## src/rtl/mult32_seq_pkg.sv

```systemverilog
// Shared definitions for the sequential 32x32 multiplier: widths, iteration
// count, FSM state encoding and two's-complement helpers.
package mult32_seq_pkg;

    localparam int DATA_WIDTH = 32;
    localparam int MULT_ITER  = 32;
    localparam int CNT_W      = 5;

    // Iteration counter value on the final add/shift step
    localparam logic [CNT_W-1:0] LAST_COUNT = CNT_W'(MULT_ITER - 1);

    typedef enum logic [2:0] {
        MULT_ST_IDLE = 3'd0,
        MULT_ST_LOAD = 3'd1,
        MULT_ST_ITER = 3'd2,
        MULT_ST_FIX  = 3'd3,
        MULT_ST_DONE = 3'd4
    } mult_state_e;

    // Two's-complement negate of a 32-bit word (magnitude of 0x80000000 is itself)
    function automatic logic [DATA_WIDTH-1:0] twoscomp32(input logic [DATA_WIDTH-1:0] v);
        return ~v + {{(DATA_WIDTH-1){1'b0}}, 1'b1};
    endfunction

    // Two's-complement negate of a 64-bit product
    function automatic logic [2*DATA_WIDTH-1:0] twoscomp64(input logic [2*DATA_WIDTH-1:0] v);
        return ~v + {{(2*DATA_WIDTH-1){1'b0}}, 1'b1};
    endfunction

endpackage

```

## src/rtl/mult32_seq_step.sv

```systemverilog
// One add/shift step of the multiplier: conditionally add the multiplicand
// into the upper accumulator with a 32-bit ripple adder, then shift the
// 65-bit {carry, sum, mplier} right by one.
module mult32_seq_step
    import mult32_seq_pkg::*;
(
    input  logic [DATA_WIDTH-1:0] acc_hi_i,
    input  logic [DATA_WIDTH-1:0] mplier_i,
    input  logic [DATA_WIDTH-1:0] mcand_i,
    output logic [DATA_WIDTH-1:0] acc_hi_o,
    output logic [DATA_WIDTH-1:0] mplier_o
);

    logic [DATA_WIDTH-1:0] addend;
    logic [DATA_WIDTH-1:0] sum_bits;
    logic                  carry_out;

    // Partial product is the multiplicand only when the current multiplier LSB is set
    assign addend = mplier_i[0] ? mcand_i : '0;

    // Bit-serial ripple-carry adder; the carry out becomes bit 32 of the sum
    always_comb begin
        logic c;
        c        = 1'b0;
        sum_bits = '0;
        for (int i = 0; i < DATA_WIDTH; i++) begin
            sum_bits[i] = acc_hi_i[i] ^ addend[i] ^ c;
            c           = (acc_hi_i[i] & addend[i]) | (c & (acc_hi_i[i] ^ addend[i]));
        end
        carry_out = c;
    end

    // Right shift of {carry, sum, mplier}: sum LSB moves into the multiplier MSB
    assign acc_hi_o = {carry_out, sum_bits[DATA_WIDTH-1:1]};
    assign mplier_o = {sum_bits[0], mplier_i[DATA_WIDTH-1:1]};

endmodule

```

## src/rtl/mult32_seq.sv

```systemverilog
// Multi-cycle 32x32 signed/unsigned multiplier with START/BUSY/DONE handshake.
// Operands are captured in IDLE, converted to magnitudes in LOAD, multiplied
// over 32 add/shift iterations, sign-corrected in FIX and presented on HI/LO.
module mult32_seq
    import mult32_seq_pkg::*;
(
    input  logic                  CLK,
    input  logic                  RST,
    input  logic                  START,
    input  logic                  SIGNED,
    input  logic [DATA_WIDTH-1:0] A,
    input  logic [DATA_WIDTH-1:0] B,
    output logic                  BUSY,
    output logic                  DONE,
    output logic [DATA_WIDTH-1:0] HI,
    output logic [DATA_WIDTH-1:0] LO
);

    mult_state_e state_q, state_d;

    logic [DATA_WIDTH-1:0] a_q, a_d;
    logic [DATA_WIDTH-1:0] b_q, b_d;
    logic                  signed_q, signed_d;
    logic [DATA_WIDTH-1:0] mcand_q, mcand_d;
    logic [DATA_WIDTH-1:0] mplier_q, mplier_d;
    logic [DATA_WIDTH-1:0] acc_hi_q, acc_hi_d;
    logic                  neg_q, neg_d;
    logic [CNT_W-1:0]      count_q, count_d;
    logic [DATA_WIDTH-1:0] hi_q, hi_d;
    logic [DATA_WIDTH-1:0] lo_q, lo_d;

    logic [DATA_WIDTH-1:0]   step_acc_hi;
    logic [DATA_WIDTH-1:0]   step_mplier;
    logic [2*DATA_WIDTH-1:0] product;

    mult32_seq_step u_step (
        .acc_hi_i (acc_hi_q),
        .mplier_i (mplier_q),
        .mcand_i  (mcand_q),
        .acc_hi_o (step_acc_hi),
        .mplier_o (step_mplier)
    );

    // State register; reset drops straight back to IDLE at any time
    always_ff @(posedge CLK or negedge RST) begin
        if (!RST) begin
            state_q <= MULT_ST_IDLE;
        end else begin
            state_q <= state_d;
        end
    end

    // Next-state logic: fixed-length sequence, START only honoured in IDLE
    always_comb begin
        state_d = state_q;
        unique case (state_q)
            MULT_ST_IDLE: if (START) state_d = MULT_ST_LOAD;
            MULT_ST_LOAD: state_d = MULT_ST_ITER;
            MULT_ST_ITER: if (count_q == LAST_COUNT) state_d = MULT_ST_FIX;
            MULT_ST_FIX:  state_d = MULT_ST_DONE;
            MULT_ST_DONE: state_d = MULT_ST_IDLE;
            default:      state_d = MULT_ST_IDLE;
        endcase
    end

    // Handshake outputs decoded from the current state
    always_comb begin
        BUSY = 1'b0;
        DONE = 1'b0;
        unique case (state_q)
            MULT_ST_LOAD, MULT_ST_ITER, MULT_ST_FIX: BUSY = 1'b1;
            MULT_ST_DONE:                            DONE = 1'b1;
            default: ;
        endcase
    end

    // Sign-corrected 64-bit product from the unsigned accumulator
    assign product = neg_q ? twoscomp64({acc_hi_q, mplier_q}) : {acc_hi_q, mplier_q};

    // Datapath next-state: capture, magnitude load, iterate, publish result
    always_comb begin
        a_d      = a_q;
        b_d      = b_q;
        signed_d = signed_q;
        mcand_d  = mcand_q;
        mplier_d = mplier_q;
        acc_hi_d = acc_hi_q;
        neg_d    = neg_q;
        count_d  = count_q;
        hi_d     = hi_q;
        lo_d     = lo_q;
        unique case (state_q)
            MULT_ST_IDLE: begin
                if (START) begin
                    a_d      = A;
                    b_d      = B;
                    signed_d = SIGNED;
                end
            end
            MULT_ST_LOAD: begin
                mcand_d  = (signed_q && a_q[DATA_WIDTH-1]) ? twoscomp32(a_q) : a_q;
                mplier_d = (signed_q && b_q[DATA_WIDTH-1]) ? twoscomp32(b_q) : b_q;
                neg_d    = signed_q & (a_q[DATA_WIDTH-1] ^ b_q[DATA_WIDTH-1]);
                acc_hi_d = '0;
                count_d  = '0;
            end
            MULT_ST_ITER: begin
                acc_hi_d = step_acc_hi;
                mplier_d = step_mplier;
                count_d  = count_q + 1'b1;
            end
            MULT_ST_FIX: begin
                hi_d = product[2*DATA_WIDTH-1:DATA_WIDTH];
                lo_d = product[DATA_WIDTH-1:0];
            end
            default: ;
        endcase
    end

    // Datapath registers, all cleared by reset
    always_ff @(posedge CLK or negedge RST) begin
        if (!RST) begin
            a_q      <= '0;
            b_q      <= '0;
            signed_q <= 1'b0;
            mcand_q  <= '0;
            mplier_q <= '0;
            acc_hi_q <= '0;
            neg_q    <= 1'b0;
            count_q  <= '0;
            hi_q     <= '0;
            lo_q     <= '0;
        end else begin
            a_q      <= a_d;
            b_q      <= b_d;
            signed_q <= signed_d;
            mcand_q  <= mcand_d;
            mplier_q <= mplier_d;
            acc_hi_q <= acc_hi_d;
            neg_q    <= neg_d;
            count_q  <= count_d;
            hi_q     <= hi_d;
            lo_q     <= lo_d;
        end
    end

    assign HI = hi_q;
    assign LO = lo_q;

endmodule

```

## config.mk

```make
export PLATFORM = sky130hd
export DESIGN_NAME = mult32_seq
export DESIGN_NICKNAME = d
export VERILOG_FILES = /design/src/rtl/mult32_seq_pkg.sv /design/src/rtl/mult32_seq_step.sv /design/src/rtl/mult32_seq.sv
export SDC_FILE = /design/constraint.sdc
export NUM_CORES = 1
export LEC_CHECK = 0
export ABC_CLOCK_PERIOD_IN_PS = 26500
export CAP_MARGIN = 25
export CORE_ASPECT_RATIO = 0.5
export CORE_MARGIN = 4
export CORE_UTILIZATION = 55
export DETAILED_ROUTE_END_ITERATION = 8
export PLACE_DENSITY_LB_ADDON = 0.2
export SLEW_MARGIN = 20
export SYNTH_ARGS = -nofsm -noshare
export SYNTH_HDL_FRONTEND = slang
export SYNTH_SLANG_ARGS = --single-unit
export TNS_END_PERCENT = 20
```

## constraint.sdc

```tcl
create_clock -name CLK -period 26.5 [get_ports CLK]
set_input_delay 2.65 -clock CLK [delete_from_list [all_inputs] [get_ports CLK]]
set_output_delay 2.65 -clock CLK [all_outputs]
set_load 0.1 [all_outputs]
```

==> flow_summary.toml <==
[synthesis]
synth_flop_cell = "dfrtp_1"
avgSynthCellArea_um2 = 10.2
synth_cells = 1191
synth_top_cell_by_area = "dfrtp_1"
ys_top_cells_by_area = "dfrtp_1 (48%), o21ai_0 (6.9%), mux2_2 (5.5%)"
async_reset_ff_share_pct = 100
yosys_warnings = 0
seq_area_frac_synth_pct = 48.3
ys_ff_latch = 234
syn_nets = 1296
synth_top_area_share_pct = 48.3
syn-cell-area_um2 = 12100
synth_edf_count = 0
synth.distinct_cells = 47

[finish]
final_common_cell = "dfrtp_1"
fin_area_um2 = 14500
drive_above_1_share_pct = 9.85
layout_common_cells = "dfrtp_1 (234), nand2_1 (170), o21ai_0 (166)"
final_cell_count_no_fill = 1609
diodes = 0
fin_nets = 1400
num-fill-cells = 1723
area_delta_synth_final_pct = 19.4

[setup_path]
crit_start = "mplier_q[0]$_DFFE_PN0P_"
reg2reg_depth = 38
reg2reg_slack_ps = 12890
timing.rr.end = "acc_hi_q[30]$_DFFE_PN0P_"
cp_slowest_cell = "fa_1"
critPathKind = "register to register"
critPathCapture = "acc_hi_q[30]$_DFFE_PN0P_"
startpoint_type = "register"
cp_common_cell = "fa_1"
cp.required_ps = 26870
critPathArrivalTime_ps = 13980
cp-end-kind = "register"
cpPeakStageDelay_ps = 470
worstPathMaxFanout = 32
r2r-start = "mplier_q[0]$_DFFE_PN0P_"

[clocking]
cts_tree = "built"
post_cts.repair.setup_buffers = 0
postCtsHoldBufs = 0
ctsResizeCount = 0
numCtsBuffers = 22
ctsLongestPathBuffers = 3
clk_latency_ps = 520
htree_levels = 1
numClockSinks = 234
clockRootBuffer = "clkbuf_16"
clk_pin_slew_worst_paths_ps = 70

[power]
ir_worst_vdd_mv = 0.108
sw_frac_of_total_pct = 49.2
p_comb_share_pct = 52.1
intPower_mw = 1.06
switching_power_mw = 1.03
leakagePower_nw = 5.76
power_per_cell_area_nw_per_um2 = 145
pwr-share-seq_pct = 32.5
p_clk_share_pct = 15.4

[sta]
finalWorstSetupSlack_ps = 12890
fin_crit_sh_pct = 51.4
hold_violations = 0
finalMaxSlewViolations = 0
layout_min_cycle_time_ps = 13610
setup-tns-final_ps = 0
whs_ps = 481
fmax_ghz = 0.0735
finalSetupViolations = 0
tightest_slew_ps = 1000
fin_skew_ps = 9.84
rsz0062_at_grt = "no"
relSlewSlack_pct = 32.8

[placement]
hpwlAfterDp_um = 20500
dp.cells = 1569
routabilityCongestion = 0.839
place_ws_ps = 12960
portBuffers = 133
placed_area_um2 = 13700

[routing]
totalWireLength_um = 28900
drc = 0
ant_nets = 0
vias = 9316
first_iter_violations = 687
drt_pass1_iterations = 5
wire_per_inst_um = 18.0
viasPerCell = 5.79

[floorplanning]
die-area_um2 = 24600
die_y_um = 113
fp-row-count = 38
floorplan.core_area_um2 = 21600
start_util_pct = 56.0
io_pins = 134
die_w_um = 218

[min_path]
hold_class = "register to register"

[grt]
grt_pass1_wl_um = 48100
grtUsageTotal_pct = 23.9
grt_pass1_vias = 9310
grt_max_degree = 130
grt.overflow.total = 0
antenna_found_initial = 0

[outcome]
status = "finished clean"

[flow_run]
maxCapViolCount = 0
-- cells in the mapped netlist (all sizes together) (25+ instances only) --
cell type,number
dfrtp,234
xor2,61
xnor2,55
nand2,170
fa,31
mux2,59
nor2,42
a22oi,25
inv,45
o21ai,167
o22ai,30
clkbuf,60
o31ai,31
-- per-stage QoR --
step,utilization [%],total power [mW]
final,66.8,2.09
after global routing,66.8,2.23
after CTS,66.6,2.09
after detailed placement,63.2,1.76
after global placement,63.1,1.74
after floorplan,-,1.47
-- power by group through the flow --
stage	sequential (mW)	clock (mW)	combinational, mW
finish	0.679	0.322	1.09
global route	0.703	0.343	1.18
CTS	0.678	0.328	1.08
detailed placement	0.683	0	1.08
global placement	0.675	0	1.06
floorplan	0.931	0	0.542
-- layout make-up --
class	instances	area [µm²]	area share (%)
Clock buffer	30	621	4.29
Timing Repair Buffer	146	1480	10.2
Tap cell	300	375	2.60
Clock inverter	8	104	0.718
Sequential cell	234	5860	40.5
Inverter	45	169	1.17
Multi-Input combinational cell	846	5850	40.5
-- worst min path at each step --
stage	cells after the start	end	startpoint	slack [ps]
2_1_floorplan	2	mcand_q[0]$_DFFE_PN0P_	mcand_q[0]$_DFFE_PN0P_	440
3_3_place_gp	2	mcand_q[0]$_DFFE_PN0P_	mcand_q[0]$_DFFE_PN0P_	460
3_5_place_dp	2	LO[12]$_DFFE_PN0P_	LO[12]$_DFFE_PN0P_	470
4_1_cts	2	HI[2]$_DFFE_PN0P_	HI[2]$_DFFE_PN0P_	480
5_1_grt	2	LO[9]$_DFFE_PN0P_	LO[9]$_DFFE_PN0P_	500
6_report	2	HI[26]$_DFFE_PN0P_	HI[26]$_DFFE_PN0P_	480
-- state kept, by name (all words and copies together) (netlist names) --
| register | cells |
|---|---|
| HI | 32 |
| LO | 32 |
| a_q | 32 |
| acc_hi_q | 32 |
| b_q | 32 |
| mcand_q | 32 |
| mplier_q | 32 |
| count_q | 5 |
| state_q | 3 |
| neg_q | 1 |
| signed_q | 1 |
-- layer usage --
layer,vias to the layer above,global-route usage [%],routed length [µm]
li1,4396,-,-
met1,4640,33.0,12500
met2,238,40.4,14200
met3,42,4.02,1590
met4,0,5.26,644
met5,-,0,0
-- worst max-delay path, delay by kind of cell (launching register included) --
family / cells / cell delay [ps]
adders and majority gates: 32 / 12210
buffers and inverters: 4 / 530
DFF: 1 / 430
and+or+nand+nor: 1 / 180
AOI/OAI and AO/OA: 1 / 90
-- logic make-up (layout without fill, tap and decap cells) --
logic type      Yosys count  count (layout)  synth area share (%)
compound gates          307             307                  15.3
xor+xnor                116             116                  8.39
fa+ha+maj                37              37                  5.74
buf+inv                 111             229                  3.46
flops                   234             234                  48.3
mux                      64              64                  5.90
simple gates            322             322                  12.8
Note: power is estimated with default switching activity, not from simulation.
